<file path="config.mk">
export PLATFORM = sky130hd
export DESIGN_NAME = cache_controller_flat
export DESIGN_NICKNAME = d
export VERILOG_FILES = /design/src/rtl/cache_controller_if.sv /design/src/rtl/cache_controller.sv /design/src/flat_wrapper.sv
export SDC_FILE = /design/constraint.sdc
export NUM_CORES = 1
export LEC_CHECK = 0
export ABC_AREA = 0
export BUFFER_PORTS_ARGS = -buffer_cell sky130_fd_sc_hd__buf_4
export CELL_PAD_IN_SITES_DETAIL_PLACEMENT = 0
export CELL_PAD_IN_SITES_GLOBAL_PLACEMENT = 1
export CORE_UTILIZATION = 35
export CTS_CLUSTER_SIZE = 20
export DETAILED_ROUTE_END_ITERATION = 8
export GPL_ROUTABILITY_DRIVEN = 0
export PLACE_DENSITY_LB_ADDON = 0.3
export SLEW_MARGIN = 30
export SYNTH_ARGS = -nofsm -noshare
export SYNTH_HDL_FRONTEND = slang
export SYNTH_SLANG_ARGS = --single-unit
export TNS_END_PERCENT = 1
</file>
<file path="constraint.sdc">
create_clock -name CLK -period 3.4 [get_ports CLK]
set_input_delay 0.68 -clock CLK [delete_from_list [all_inputs] [get_ports CLK]]
set_output_delay 0.68 -clock CLK [all_outputs]
set_load 0.02 [all_outputs]
</file>
<file path="src/rtl/cache_controller_if.sv">
// Bundle of all signals between cache_controller and its neighbours.
//   cpu side   : cpu_addr, cpu_rd, cpu_wr -> stall
//   memory side: mem_rd, mem_wr, mem_addr -> mem_ready
//   cache side : cache_block_num, cache_byte_offset, cache_tag, cache_valid,
//                cache_we, cache_data_sel -> cache_out_tag, cache_out_valid
//   counters   : read_hits, read_misses
// modport master is the controller's view, slave is the environment's view.
interface cache_controller_if #(
  parameter int TAG_W    = 3,
  parameter int INDEX_W  = 5,
  parameter int OFFSET_W = 2,
  parameter int CNT_W    = 16
);
  localparam int ADDR_W = TAG_W + INDEX_W + OFFSET_W;

  logic [ADDR_W-1:0]   cpu_addr;
  logic                cpu_rd;
  logic                cpu_wr;
  logic                stall;
  logic                mem_rd;
  logic                mem_wr;
  logic [ADDR_W-1:0]   mem_addr;
  logic                mem_ready;
  logic [INDEX_W-1:0]  cache_block_num;
  logic [OFFSET_W-1:0] cache_byte_offset;
  logic [TAG_W-1:0]    cache_tag;
  logic                cache_valid;
  logic                cache_we;
  logic                cache_data_sel;
  logic [TAG_W-1:0]    cache_out_tag;
  logic                cache_out_valid;
  logic [CNT_W-1:0]    read_hits;
  logic [CNT_W-1:0]    read_misses;

  modport master (
    input  cpu_addr, cpu_rd, cpu_wr, mem_ready, cache_out_tag, cache_out_valid,
    output stall, mem_rd, mem_wr, mem_addr, cache_block_num, cache_byte_offset,
           cache_tag, cache_valid, cache_we, cache_data_sel, read_hits, read_misses
  );

  modport slave (
    output cpu_addr, cpu_rd, cpu_wr, mem_ready, cache_out_tag, cache_out_valid,
    input  stall, mem_rd, mem_wr, mem_addr, cache_block_num, cache_byte_offset,
           cache_tag, cache_valid, cache_we, cache_data_sel, read_hits, read_misses
  );
endinterface

</file>
<file path="src/rtl/cache_controller.sv">
// Direct-mapped, write-through, no-write-allocate cache controller.
// Decodes the CPU word address, detects hits from the cache tag/valid read
// path, stalls the CPU on misses, refills a block word by word from main
// memory and drives the cache write port.
// Ports:
//   CLK  - clock, rising edge
//   RST  - asynchronous active-high reset
//   bus  - cache_controller_if.master (CPU, memory, cache and counter signals)
//
// state  | meaning
// IDLE   | accept CPU requests; read hits complete here with no wait state
// REFILL | fetch the missed block from memory, one word per mem_ready
// WRITE  | write-through of one word; cache updated only if it was a hit
module cache_controller #(
  parameter int TAG_W    = 3,
  parameter int INDEX_W  = 5,
  parameter int OFFSET_W = 2,
  parameter int CNT_W    = 16
) (
  input logic               CLK,
  input logic               RST,
  cache_controller_if.master bus
);
  localparam int ADDR_W = TAG_W + INDEX_W + OFFSET_W;

  typedef enum logic [1:0] {IDLE = 2'd0, REFILL = 2'd1, WRITE = 2'd2} state_e;

  state_e              state_q, state_d;
  logic [ADDR_W-1:0]   req_addr_q, req_addr_d;
  logic [OFFSET_W-1:0] cnt_q, cnt_d;
  logic                wr_hit_q, wr_hit_d;
  logic                skip_hit_q, skip_hit_d;
  logic [CNT_W-1:0]    hits_q, hits_d;
  logic [CNT_W-1:0]    misses_q, misses_d;

  logic [ADDR_W-1:0]   cur_addr;
  logic [TAG_W-1:0]    cur_tag;
  logic [INDEX_W-1:0]  cur_index;
  logic [OFFSET_W-1:0] cur_offset;
  logic                hit;

  // In IDLE the live CPU address drives the cache; otherwise the latched one.
  assign cur_addr   = (state_q == IDLE) ? bus.cpu_addr : req_addr_q;
  assign cur_tag    = cur_addr[ADDR_W-1 -: TAG_W];
  assign cur_index  = cur_addr[OFFSET_W +: INDEX_W];
  assign cur_offset = cur_addr[OFFSET_W-1:0];
  assign hit        = bus.cache_out_valid && (bus.cache_out_tag == cur_tag);

  assign bus.cache_block_num = cur_index;
  assign bus.cache_tag       = cur_tag;
  assign bus.cache_valid     = 1'b1;
  assign bus.read_hits       = hits_q;
  assign bus.read_misses     = misses_q;

  always_comb begin
    state_d               = state_q;
    req_addr_d            = req_addr_q;
    cnt_d                 = cnt_q;
    wr_hit_d              = wr_hit_q;
    skip_hit_d            = 1'b0;
    hits_d                = hits_q;
    misses_d              = misses_q;
    bus.stall             = 1'b0;
    bus.mem_rd            = 1'b0;
    bus.mem_wr            = 1'b0;
    bus.mem_addr          = req_addr_q;
    bus.cache_byte_offset = cur_offset;
    bus.cache_we          = 1'b0;
    bus.cache_data_sel    = 1'b0;

    case (state_q)
      IDLE: begin
        if (bus.cpu_wr) begin
          bus.stall  = 1'b1;
          state_d    = WRITE;
          req_addr_d = bus.cpu_addr;
          wr_hit_d   = hit;
        end else if (bus.cpu_rd) begin
          if (hit) begin
            // The read that caused a refill hits again right after it; that
            // one was already counted as a miss.
            if (!skip_hit_q && !(&hits_q)) hits_d = hits_q + CNT_W'(1);
          end else begin
            bus.stall  = 1'b1;
            state_d    = REFILL;
            req_addr_d = bus.cpu_addr;
            cnt_d      = '0;
            if (!(&misses_q)) misses_d = misses_q + CNT_W'(1);
          end
        end
      end
      REFILL: begin
        bus.stall             = 1'b1;
        bus.mem_rd            = 1'b1;
        bus.mem_addr          = {cur_tag, cur_index, cnt_q};
        bus.cache_byte_offset = cnt_q;
        if (bus.mem_ready) begin
          bus.cache_we       = 1'b1;
          bus.cache_data_sel = 1'b1;
          cnt_d              = cnt_q + OFFSET_W'(1);
          if (&cnt_q) begin
            state_d    = IDLE;
            skip_hit_d = 1'b1;
          end
        end
      end
      WRITE: begin
        bus.mem_wr = 1'b1;
        bus.stall  = !bus.mem_ready;
        if (bus.mem_ready) begin
          bus.cache_we = wr_hit_q;
          state_d      = IDLE;
        end
      end
      default: state_d = IDLE;
    endcase
  end

  always_ff @(posedge CLK or posedge RST) begin
    if (RST) begin
      state_q    <= IDLE;
      req_addr_q <= '0;
      cnt_q      <= '0;
      wr_hit_q   <= 1'b0;
      skip_hit_q <= 1'b0;
      hits_q     <= '0;
      misses_q   <= '0;
    end else begin
      state_q    <= state_d;
      req_addr_q <= req_addr_d;
      cnt_q      <= cnt_d;
      wr_hit_q   <= wr_hit_d;
      skip_hit_q <= skip_hit_d;
      hits_q     <= hits_d;
      misses_q   <= misses_d;
    end
  end
endmodule

</file>
<file path="src/flat_wrapper.sv">
// flat-port wrapper written by rule: the top's interface ports become plain ports
module cache_controller_flat 
#(
  parameter int TAG_W    = 3,
  parameter int INDEX_W  = 5,
  parameter int OFFSET_W = 2,
  parameter int CNT_W    = 16
)
  (CLK, RST, bus_cpu_addr, bus_cpu_rd, bus_cpu_wr, bus_mem_ready, bus_cache_out_tag, bus_cache_out_valid, bus_stall, bus_mem_rd, bus_mem_wr, bus_mem_addr, bus_cache_block_num, bus_cache_byte_offset, bus_cache_tag, bus_cache_valid, bus_cache_we, bus_cache_data_sel, bus_read_hits, bus_read_misses);
  cache_controller_if #(.TAG_W(TAG_W), .INDEX_W(INDEX_W), .OFFSET_W(OFFSET_W), .CNT_W(CNT_W)) bus_i ();
  input logic CLK;
  input logic RST;
  input wire logic [$bits(bus_i.cpu_addr)-1:0] bus_cpu_addr;
  input wire logic [$bits(bus_i.cpu_rd)-1:0] bus_cpu_rd;
  input wire logic [$bits(bus_i.cpu_wr)-1:0] bus_cpu_wr;
  input wire logic [$bits(bus_i.mem_ready)-1:0] bus_mem_ready;
  input wire logic [$bits(bus_i.cache_out_tag)-1:0] bus_cache_out_tag;
  input wire logic [$bits(bus_i.cache_out_valid)-1:0] bus_cache_out_valid;
  output wire logic [$bits(bus_i.stall)-1:0] bus_stall;
  output wire logic [$bits(bus_i.mem_rd)-1:0] bus_mem_rd;
  output wire logic [$bits(bus_i.mem_wr)-1:0] bus_mem_wr;
  output wire logic [$bits(bus_i.mem_addr)-1:0] bus_mem_addr;
  output wire logic [$bits(bus_i.cache_block_num)-1:0] bus_cache_block_num;
  output wire logic [$bits(bus_i.cache_byte_offset)-1:0] bus_cache_byte_offset;
  output wire logic [$bits(bus_i.cache_tag)-1:0] bus_cache_tag;
  output wire logic [$bits(bus_i.cache_valid)-1:0] bus_cache_valid;
  output wire logic [$bits(bus_i.cache_we)-1:0] bus_cache_we;
  output wire logic [$bits(bus_i.cache_data_sel)-1:0] bus_cache_data_sel;
  output wire logic [$bits(bus_i.read_hits)-1:0] bus_read_hits;
  output wire logic [$bits(bus_i.read_misses)-1:0] bus_read_misses;
  assign bus_i.cpu_addr = bus_cpu_addr;
  assign bus_i.cpu_rd = bus_cpu_rd;
  assign bus_i.cpu_wr = bus_cpu_wr;
  assign bus_i.mem_ready = bus_mem_ready;
  assign bus_i.cache_out_tag = bus_cache_out_tag;
  assign bus_i.cache_out_valid = bus_cache_out_valid;
  assign bus_stall = bus_i.stall;
  assign bus_mem_rd = bus_i.mem_rd;
  assign bus_mem_wr = bus_i.mem_wr;
  assign bus_mem_addr = bus_i.mem_addr;
  assign bus_cache_block_num = bus_i.cache_block_num;
  assign bus_cache_byte_offset = bus_i.cache_byte_offset;
  assign bus_cache_tag = bus_i.cache_tag;
  assign bus_cache_valid = bus_i.cache_valid;
  assign bus_cache_we = bus_i.cache_we;
  assign bus_cache_data_sel = bus_i.cache_data_sel;
  assign bus_read_hits = bus_i.read_hits;
  assign bus_read_misses = bus_i.read_misses;
  cache_controller #(.TAG_W(TAG_W), .INDEX_W(INDEX_W), .OFFSET_W(OFFSET_W), .CNT_W(CNT_W)) u_core (.CLK(CLK), .RST(RST), .bus(bus_i));
endmodule
</file>
==> results.toml, run 1 <==
[floorplan]
start_util_pct = 36.1
coreArea_um2 = 7210
die_area_um2 = 7780
ios = 77
rows = 31
die_h_um = 88.2
dieWidth_um = 88.2

[synth]
syn_nets = 279
synth_seq_cells = 48
synth_fa_ha_area_share_pct = 3.37
synth_top_family_by_area = "simple AND/OR/NAND/NOR gates"
yosys_warnings = 0
yosys.cell_types.count = 34
synth.area.mux_share_pct = 11.9
synthXorXnorAreaFrac_pct = 10.4
yosysSeqAreaShare_pct = 46.2
synth-compound-area-share_pct = 4.33
postSynthCellCount = 253
avgSynthCellArea_um2 = 10.3
netlist_area_um2 = 2600
synth_simple_gate_area_share_pct = 19.6

[worst_setup_path]
cp_slowest_cell = "dfrtp_1"
path_cells = "inv_1 -> ha_2 -> mux2i_1 -> xor2_1 -> nand4_1 -> a21oi_1 -> nand2b_1 -> a21oi_1 -> buf_4"
path_common_cell = "a21oi_1"
cp.required_ns = 2.72
cp-startpoint = "u_core.state_q[0]$_DFFE_PP0P_"
cp_top_family = "flip-flops"
cp-end-kind = "output pin"
endpoint = "bus_stall"
start_kind = "flop"
r2r_slack_ns = 0.78
r2r_cells = 9
crit_type = "flop to output pin"
reg2reg_to = "u_core.req_addr_q[7]$_DFFE_PP0P_"
reg2reg_from = "u_core.state_q[0]$_DFFE_PP0P_"
critPathMaxFanout = 6
crit_buf_inv = 2
cp.depth = 9
slowest_delay_ns = 0.42
arrival_ns = 2.49

[clock_tree]
cts-htree-levels = 2
cts_sinks = 48
cts.clk_slew.worst_paths_ns = 0.10
cts_made_buffers = 5
cts_buffer_depth = 2
clk_latency_ns = 0.30
cts_tree = "built"
cts_setup_buffers = 0
cts-root-buf = "clkbuf_8"

[route]
antenna_left = 0
wirelength_um = 5740
drtPass1Iterations = 4
wl_per_cell_um = 13.3
drt_iter0_markers = 69
vias_per_cell = 4.79
drc = 0
via_count = 2061

[timing]
fmax_mhz = 315
relSlewSlack_pct = 48.3
min_period_over_period_pct = 93.3
finalClockSkew_ns = 0.00893
worstMarginPinSlew_ns = 0.776
drv_slew = 0
setup_viol = 0
finalHoldViolCount = 0
rsz0062_at_grt = "no"
final.setup.tns_ns = 0
period_minus_slack_ns = 3.17

[global_route]
gr-total-overflow = 0
grt_max_degree = 49
antenna_found_initial = 0
grtUsageTotal_pct = 15.2
grt_pass1_vias = 1900
grt_pass1_wl_um = 9150

[cells_and_area]
areaGrowthSynthToFinish_pct = 29.8
antenna_cells = 0
n_fill_cell = 719
finish.net_count = 356
layout_common_cells = "79 x buf_4, 48 x dfrtp_1, 23 x mux2_2"
fin_area_um2 = 3380
drive_gt1_share_pct = 35.0
final_common_cell = "buf_4"

[status]
status = "finished clean"

[job]
cap_violations = 0

[placement]
place_area_um2 = 3260
portBuffers = 75
dp_hpwl_um = 4180

[worst_hold_path]
hold_class = "input port to asynchronous set/reset pin"

[pwr]
powerDensity_nw_per_um2 = 755
vdd_ir_drop_max_mv = 0.599
p_leak_nw = 1.71
where the power goes:
part | leakage [nW] | internal (W) | switching (W)
Clock | 0.0552 | 0.000219 | 0.000199
Sequential | 0.630 | 0.000694 | 0.000116
Combinational | 1.03 | 0.000611 | 0.000711
layout make-up:
class / instances / area, um^2 / share of cell area, %
clock inverters: 2 / 35.0 / 1.04
repair buffers: 79 / 593 / 17.6
inverters: 13 / 51.3 / 1.52
well taps: 99 / 124 / 3.67
multi-input cells: 183 / 1300 / 38.5
flip-flops and latches: 48 / 1200 / 35.6
clock buffers: 6 / 72.6 / 2.15
per-stage QoR:
stage | util, % | instances | hold slack, ns | setup WS [ns] | total power, W
after CTS | 46.7 | 430 | 0.484 | 0.0988 | 0.00257
after global routing | 46.8 | 430 | 0.502 | 0.00411 | 0.00272
after detailed placement | 45.2 | 422 | 0.487 | 0.447 | 0.00215
after global placement | 45.2 | 422 | 0.483 | 0.562 | 0.00213
after floorplan | - | 253 | 0.450 | 0.654 | 0.00166
final | 46.8 | 430 | 0.461 | 0.229 | 0.00255
worst min path at each step:
stage	startpoint	to	slack (ns)	cells after the start
floorplan	u_core.wr_hit_q$_DFFE_PP0P_	u_core.wr_hit_q$_DFFE_PP0P_	0.45	2
global placement	u_core.bus.read_hits[7]$_DFFE_PP0P_	u_core.bus.read_hits[7]$_DFFE_PP0P_	0.48	1
detailed placement	u_core.bus.read_hits[7]$_DFFE_PP0P_	u_core.bus.read_hits[7]$_DFFE_PP0P_	0.49	1
CTS	RST	u_core.bus.read_hits[7]$_DFFE_PP0P_	0.48	2
global route	RST	u_core.bus.read_misses[14]$_DFFE_PP0P_	0.50	2
finish	RST	u_core.wr_hit_q$_DFFE_PP0P_	0.46	2
flip-flops by register name, indices dropped and copies added, names as in the netlist:
| signal | count |
|---|---|
| u_core.state_q | 2 |
| u_core.bus.read_hits | 16 |
| u_core.skip_hit_q | 1 |
| u_core.bus.read_misses | 16 |
| u_core.cnt_q | 2 |
| u_core.req_addr_q | 10 |
| u_core.wr_hit_q | 1 |
cell families (layout without fill, tap and decap cells):
logic type / after synthesis / after routing
AND/OR/NAND/NOR: 96 / 96
AO/OA/AOI/OAI: 20 / 20
adder cells (fa/ha/maj): 7 / 7
XOR/XNOR: 31 / 31
other: 1 / 1
flip-flops: 48 / 48
buffers and inverters: 22 / 100
multiplexers: 28 / 28
metal layers:
| metal | vias up | wire (um) | GRT usage [%] |
|---|---|---|---|
| li1 | 1024 | - | - |
| met1 | 969 | 2660 | 20.4 |
| met2 | 61 | 2600 | 23.4 |
| met3 | 7 | 409 | 5.41 |
| met4 | 0 | 68 | 4.11 |
| met5 | - | 0 | 0 |
cells in the mapped netlist:
cell | count | share of area (%)
a21oi_1 | 9 | 1.7
a221o_1 | 1 | 0.38
and3_1 | 8 | 1.9
and4_1 | 5 | 1.7
and4_4 | 1 | 0.43
buf_1 | 1 | 0.14
buf_2 | 1 | 0.19
buf_4 | 2 | 0.58
buf_6 | 2 | 0.87
clkbuf_1 | 3 | 0.43
conb_1 | 1 | 0.14
dfrtp_1 | 48 | 46
ha_1 | 7 | 3.4
inv_1 | 13 | 1.9
mux2_2 | 23 | 10
mux2i_1 | 5 | 1.9
nand2_1 | 20 | 2.9
nand2b_1 | 4 | 0.96
nand3_1 | 16 | 3.1
nand3b_1 | 1 | 0.29
nand4_1 | 11 | 2.6
nor2_1 | 22 | 3.2
nor2b_1 | 1 | 0.24
nor3_1 | 3 | 0.58
nor3_2 | 1 | 0.38
nor3b_2 | 1 | 0.48
o211ai_1 | 1 | 0.29
o21ai_0 | 7 | 1.3
o22a_1 | 1 | 0.34
o22ai_1 | 1 | 0.24
or4_1 | 1 | 0.29
or4b_4 | 1 | 0.53
xnor2_1 | 13 | 4.4
xor2_1 | 18 | 6.1
timing repair:
| item | 4_1_cts | 5_1_grt |
|---|---|---|
| resized for setup | 0 | 2 |
| setup endpoints to repair | 0 | 1 |
| hold buffers | 0 | 0 |
Power figures use the tool's default switching activity.
==> inputs of run 2 (changes only) <==
Settings changed: PLACE_DENSITY from default to 0.84, PLACE_DENSITY_LB_ADDON 0.3 to default, RECOVER_POWER from default to 100.
==> run 2 against run 1 <==
Compared with the run above: the flow now finishes with violations (max-capacitance violations, max-slew violations); global-route usage is 0.073 points higher; fmax decreased by 0.52%; via count rose by 2.4%; non-clock buffer count unchanged; first-iteration DRC count is 29% higher; worst hold slack better by 0.040 ns; sequential share of layout area increased by 2.3 points; largest cell class unchanged.
==> results.toml, run 2 (synthesis results as in run 1) <==
[timing]
period_minus_slack_ns = 3.19
final.setup.tns_ns = 0
fmax_mhz = 314
finalClockSkew_ns = 0.00396
finalHoldViolCount = 0
min_period_over_period_pct = 93.7
relSlewSlack_pct = -43.5
rsz0062_at_grt = "no"
setup_slack_ns = 0.213
hold_ws_ns = 0.501
worstMarginPinSlew_ns = 2.14
setup_viol = 0
drv_slew = 49

[cells_and_area]
areaGrowthSynthToFinish_pct = 21.8
seqCellArea_um2 = 1200
fin_area_um2 = 3170
antenna_cells = 0
drive_gt1_share_pct = 16.0
layout_common_cells = "55 x clkbuf_1, 48 x dfrtp_1, 22 x nor2_1, 22 x buf_4, 20 x nand2_1"
n_fill_cell = 805
final_common_cell = "clkbuf_1"
finish.net_count = 356
multiInputGateArea_um2 = 1280

[worst_setup_path]
cp-startpoint = "u_core.state_q[1]$_DFFE_PP0P_"
reg2reg_from = "u_core.state_q[1]$_DFFE_PP0P_"
critPathMaxFanout = 12
r2r_cells = 9
reg2reg_to = "u_core.req_addr_q[1]$_DFFE_PP0P_"
arrival_ns = 2.51
crit_type = "flop to output pin"
endpoint = "bus_mem_addr[6]"
cp-end-kind = "output pin"
start_kind = "flop"
r2r_slack_ns = 0.41
cp.required_ns = 2.72

[route]
antenna_left = 0
via_count = 2110
drt_iter0_markers = 89
vias_per_cell = 4.91
drc = 0
wl_per_cell_um = 13.2
drtPass1Iterations = 4
wirelength_um = 5680

[global_route]
antenna_found_initial = 0
gr-total-overflow = 0
grt_max_degree = 49
grt_pass1_vias = 2081
grtUsageTotal_pct = 15.3
grt_pass1_wl_um = 9380

[clock_tree]
cts_tree = "built"
cts_setup_buffers = 0
cts-htree-levels = 2
clk_latency_ns = 0.30
cts-root-buf = "clkbuf_8"
cts.clk_slew.worst_paths_ns = 0.09
ctsResizeCount = 0
cts_sinks = 48
cts_hold_buf = 0
cts_buffer_depth = 2
cts_made_buffers = 5

[worst_hold_path]
hold_class = "flop to flop"
hold_start = "u_core.bus.read_misses[6]$_DFFE_PP0P_"

[floorplan]
coreArea_um2 = 7210
die_h_um = 88.2
dieWidth_um = 88.2
rows = 31
start_util_pct = 36.1
die_area_um2 = 7780
ios = 77

[placement]
place_area_um2 = 3260
dp_hpwl_um = 4220
place_ws_ns = 0.505
portBuffers = 75

[pwr]
switching_power_w = 0.00101
pwr-share-clk_pct = 19.1
p_leak_nw = 1.50
pwr-share-comb_pct = 47.0
vdd_ir_drop_max_mv = 0.475
p_int_w = 0.00138
power_frac_seq_pct = 33.9
powerDensity_nw_per_um2 = 753
p_sw_share_pct = 42.2

[job]
cap_violations = 1

[status]
violations = "max-capacitance violations, max-slew violations"
status = "finished, violations left"
run 2: worst min path at each step:
stage	endpoint	slack (ns)	cells past startpoint
after floorplan	u_core.wr_hit_q$_DFFE_PP0P_	0.45	2
after global placement	u_core.wr_hit_q$_DFFE_PP0P_	0.48	2
after detailed placement	u_core.bus.read_misses[6]$_DFFE_PP0P_	0.49	1
after CTS	u_core.req_addr_q[6]$_DFFE_PP0P_	0.49	2
after global routing	u_core.bus.read_misses[6]$_DFFE_PP0P_	0.51	1
final	u_core.bus.read_misses[6]$_DFFE_PP0P_	0.50	1
run 2: cell type report:
class | instances | area share (%)
clock buffers | 7 | 3.04
clock inverters | 1 | 0.948
inverters | 13 | 1.58
multi-input cells | 183 | 40.5
flip-flops and latches | 48 | 37.9
well taps | 99 | 3.91
repair buffers | 79 | 12.1
run 2: power by group through the flow:
stage	logic (W)	registers (W)	clock network, W
floorplan	0.000817	0.000842	0
global placement	0.00131	0.000813	0
detailed placement	0.00132	0.000824	0
CTS	0.00132	0.000813	0.000467
global route	0.00122	0.000828	0.000488
finish	0.00112	0.000809	0.000454
run 2: critical path, cell delays in order, from the launching register on:
cell      delay [ns]
dfrtp_1         0.41
inv_1           0.10
ha_1            0.42
clkbuf_1        0.48
mux2_1          0.39
mux2_2          0.26
buf_4           0.15
run 2: metal layers:
metal	track usage [%]	vias to the layer above	part of all wire [%]
met2	25.0	66	47
met3	4.10	7	6.3
li1	-	1033	-
met4	4.40	0	1.2
met1	20.0	1004	46
met5	0	-	0
run 2: through the flow:
stage / total power [W] / util, % / instances
3_3_place_gp: 0.00212 / 45.2 / 422
6_report: 0.00239 / 43.9 / 430
5_1_grt: 0.00254 / 43.9 / 430
3_5_place_dp: 0.00214 / 45.2 / 422
2_1_floorplan: 0.00166 / - / 253
4_1_cts: 0.00260 / 47.0 / 430
==> inputs of run 3 (changes only) <==
Settings changed: PLACE_DENSITY 0.84 to 0.86.
Clock period 3.4 ns to 2.8 ns, I/O delays scaled along.
==> run 3 against run 2 <==
Compared with the run above: the flow now finishes without violations; clock power rose by 15%; worst hold slack got worse by 0.25 ns; first-iteration DRC count increased by 7.9%; combinational power grew 54%; critical path depth grew 3; global-route usage increased by 0.95 points; die area is the same; register-to-register slack got worse by 0.05 ns; routed wire length increased by 5.2%; final cell count rose by 2.1%; clock skew up 0.0095 ns.
==> results.toml, run 3 (synthesis results as in run 1) <==
[status]
status = "finished clean"

[worst_setup_path]
cp-end-kind = "output pin"
path_cells = "inv_2 -> ha_4 -> mux2i_4 -> xor2_2 -> nand4_1 -> a21oi_1 -> nand2b_4 -> a21oi_2 -> buf_6"
slowest_delay_ns = 0.41
r2r_cells = 10
start_kind = "flop"
arrival_ns = 2.19
crit_type = "flop to output pin"
crit_buf_inv = 2
critPathMaxFanout = 4
r2r_slack_ns = 0.36
cp.required_ns = 2.24
reg2reg_from = "u_core.state_q[0]$_DFFE_PP0P_"
cp_slowest_cell = "dfrtp_1"
reg2reg_to = "u_core.bus.read_hits[14]$_DFFE_PP0P_"
cp_top_family = "flip-flops"

[global_route]
antenna_found_initial = 0
grt_pass1_wl_um = 9780
grtUsageTotal_pct = 16.3
grt_max_degree = 21
grt_pass1_vias = 2135
gr-total-overflow = 0

[placement]
portBuffers = 75
place_ws_ns = 0.178
dp_hpwl_um = 4450

[floorplan]
die_h_um = 88.2
ios = 77
coreArea_um2 = 7210
start_util_pct = 36.1
dieWidth_um = 88.2
die_area_um2 = 7780
rows = 31

[route]
drt_iter0_markers = 96
drc = 0
antenna_left = 0
wl_per_cell_um = 13.6
drtPass1Iterations = 4
wirelength_um = 5980
vias_per_cell = 4.85
via_count = 2128

[timing]
fmax_mhz = 364
setup_slack_ns = 0.0505
worstMarginPinSlew_ns = 1.13
relSlewSlack_pct = 25.0
finalHoldViolCount = 0
rsz0062_at_grt = "yes"
hold_ws_ns = 0.255
setup_viol = 0
drv_slew = 0
period_minus_slack_ns = 2.75
min_period_over_period_pct = 98.2
finalClockSkew_ns = 0.0134

[clock_tree]
cts_hold_buf = 0
cts_buffer_depth = 2
cts_made_buffers = 5
cts.clk_slew.worst_paths_ns = 0.09
cts_tree = "built"
cts-htree-levels = 2
clk_latency_ns = 0.31
cts-root-buf = "clkbuf_8"
cts_sinks = 48

[pwr]
powerDensity_nw_per_um2 = 954
vdd_ir_drop_max_mv = 0.623
p_leak_nw = 1.62

[cells_and_area]
antenna_cells = 0
final_common_cell = "buf_4"
drive_gt1_share_pct = 28.8
areaGrowthSynthToFinish_pct = 30.4
n_fill_cell = 722
layout_common_cells = "51 x buf_4, 48 x dfrtp_1, 35 x clkbuf_1"
finish.net_count = 365

[job]
cap_violations = 0

[worst_hold_path]
hold_class = "input port to asynchronous set/reset pin"
[run 3: cell count changes in the layout (fill, tap and decap cells not counted), sizes merged]
| cell | previous run | this run |
|---|---|---|
| buf | 23 | 52 |
| inv | 12 | 14 |
| clkbuf | 63 | 41 |
[run 3: through the flow]
| stage | setup TNS [ns] | util, % | area, um^2 | std cells | total power, W |
|---|---|---|---|---|---|
| 3_3_place_gp | 0 | 45.7 | 3300 | 427 | 0.00259 |
| 2_1_floorplan | 0 | - | 2600 | 253 | 0.00201 |
| 5_1_grt | -0.0619 | 47.0 | 3390 | 439 | 0.00344 |
| 3_5_place_dp | 0 | 45.7 | 3300 | 427 | 0.00263 |
| 4_1_cts | 0 | 48.4 | 3490 | 438 | 0.00327 |
| 6_report | 0 | 47.0 | 3390 | 439 | 0.00324 |
[run 3: report_power, final]
group	internal [W]	leakage, nW	total (W)	switching [W]
sequential	0.000843	0.630	0.000990	0.000147
clock	0.000269	0.0548	0.000521	0.000252
combinational	0.000801	0.936	0.00173	0.000924
[run 3: repair_timing]
| item | CTS | global route |
|---|---|---|
| endpoints found under the hold margin | 0 | 0 |
| resized for setup | 11 | 4 |
| pin swaps | 3 | 5 |
| setup endpoints to repair | 1 | 1 |
| setup buffers | 3 | 1 |
[run 3: cell type report]
type / count / area [um^2] / area share (%)
Tap cell: 99 / 124 / 3.65
Inverter: 13 / 48.8 / 1.44
Clock inverter: 3 / 46.3 / 1.36
Clock buffer: 5 / 68.8 / 2.03
Multi-Input combinational cell: 183 / 1370 / 40.4
Sequential cell: 48 / 1200 / 35.4
Timing Repair Buffer: 88 / 533 / 15.7
[run 3: per-layer routing]
layer / vias to the layer above / GRT usage, % / wire length [um]
li1: 1050 / - / -
met1: 998 / 20.7 / 2640
met2: 68 / 26.5 / 2810
met3: 12 / 4.66 / 416
met4: 0 / 5.72 / 118
met5: - / 0 / 0
[run 3: worst max path at each step]
stage / from / slack [ns] / depth (start not counted) / endpoint
after global routing: u_core.state_q[0]$_DFFE_PP0P_ / -0.06 / 9 / bus_stall
after detailed placement: u_core.state_q[0]$_DFFE_PP0P_ / 0.18 / 9 / bus_stall
after CTS: u_core.state_q[1]$_DFFE_PP0P_ / 0.02 / 9 / bus_stall
after global placement: u_core.state_q[0]$_DFFE_PP0P_ / 0.29 / 9 / bus_stall
final: u_core.state_q[0]$_DFFE_PP0P_ / 0.05 / 9 / bus_stall
after floorplan: u_core.state_q[0]$_DFFE_PP0P_ / 0.17 / 10 / bus_stall
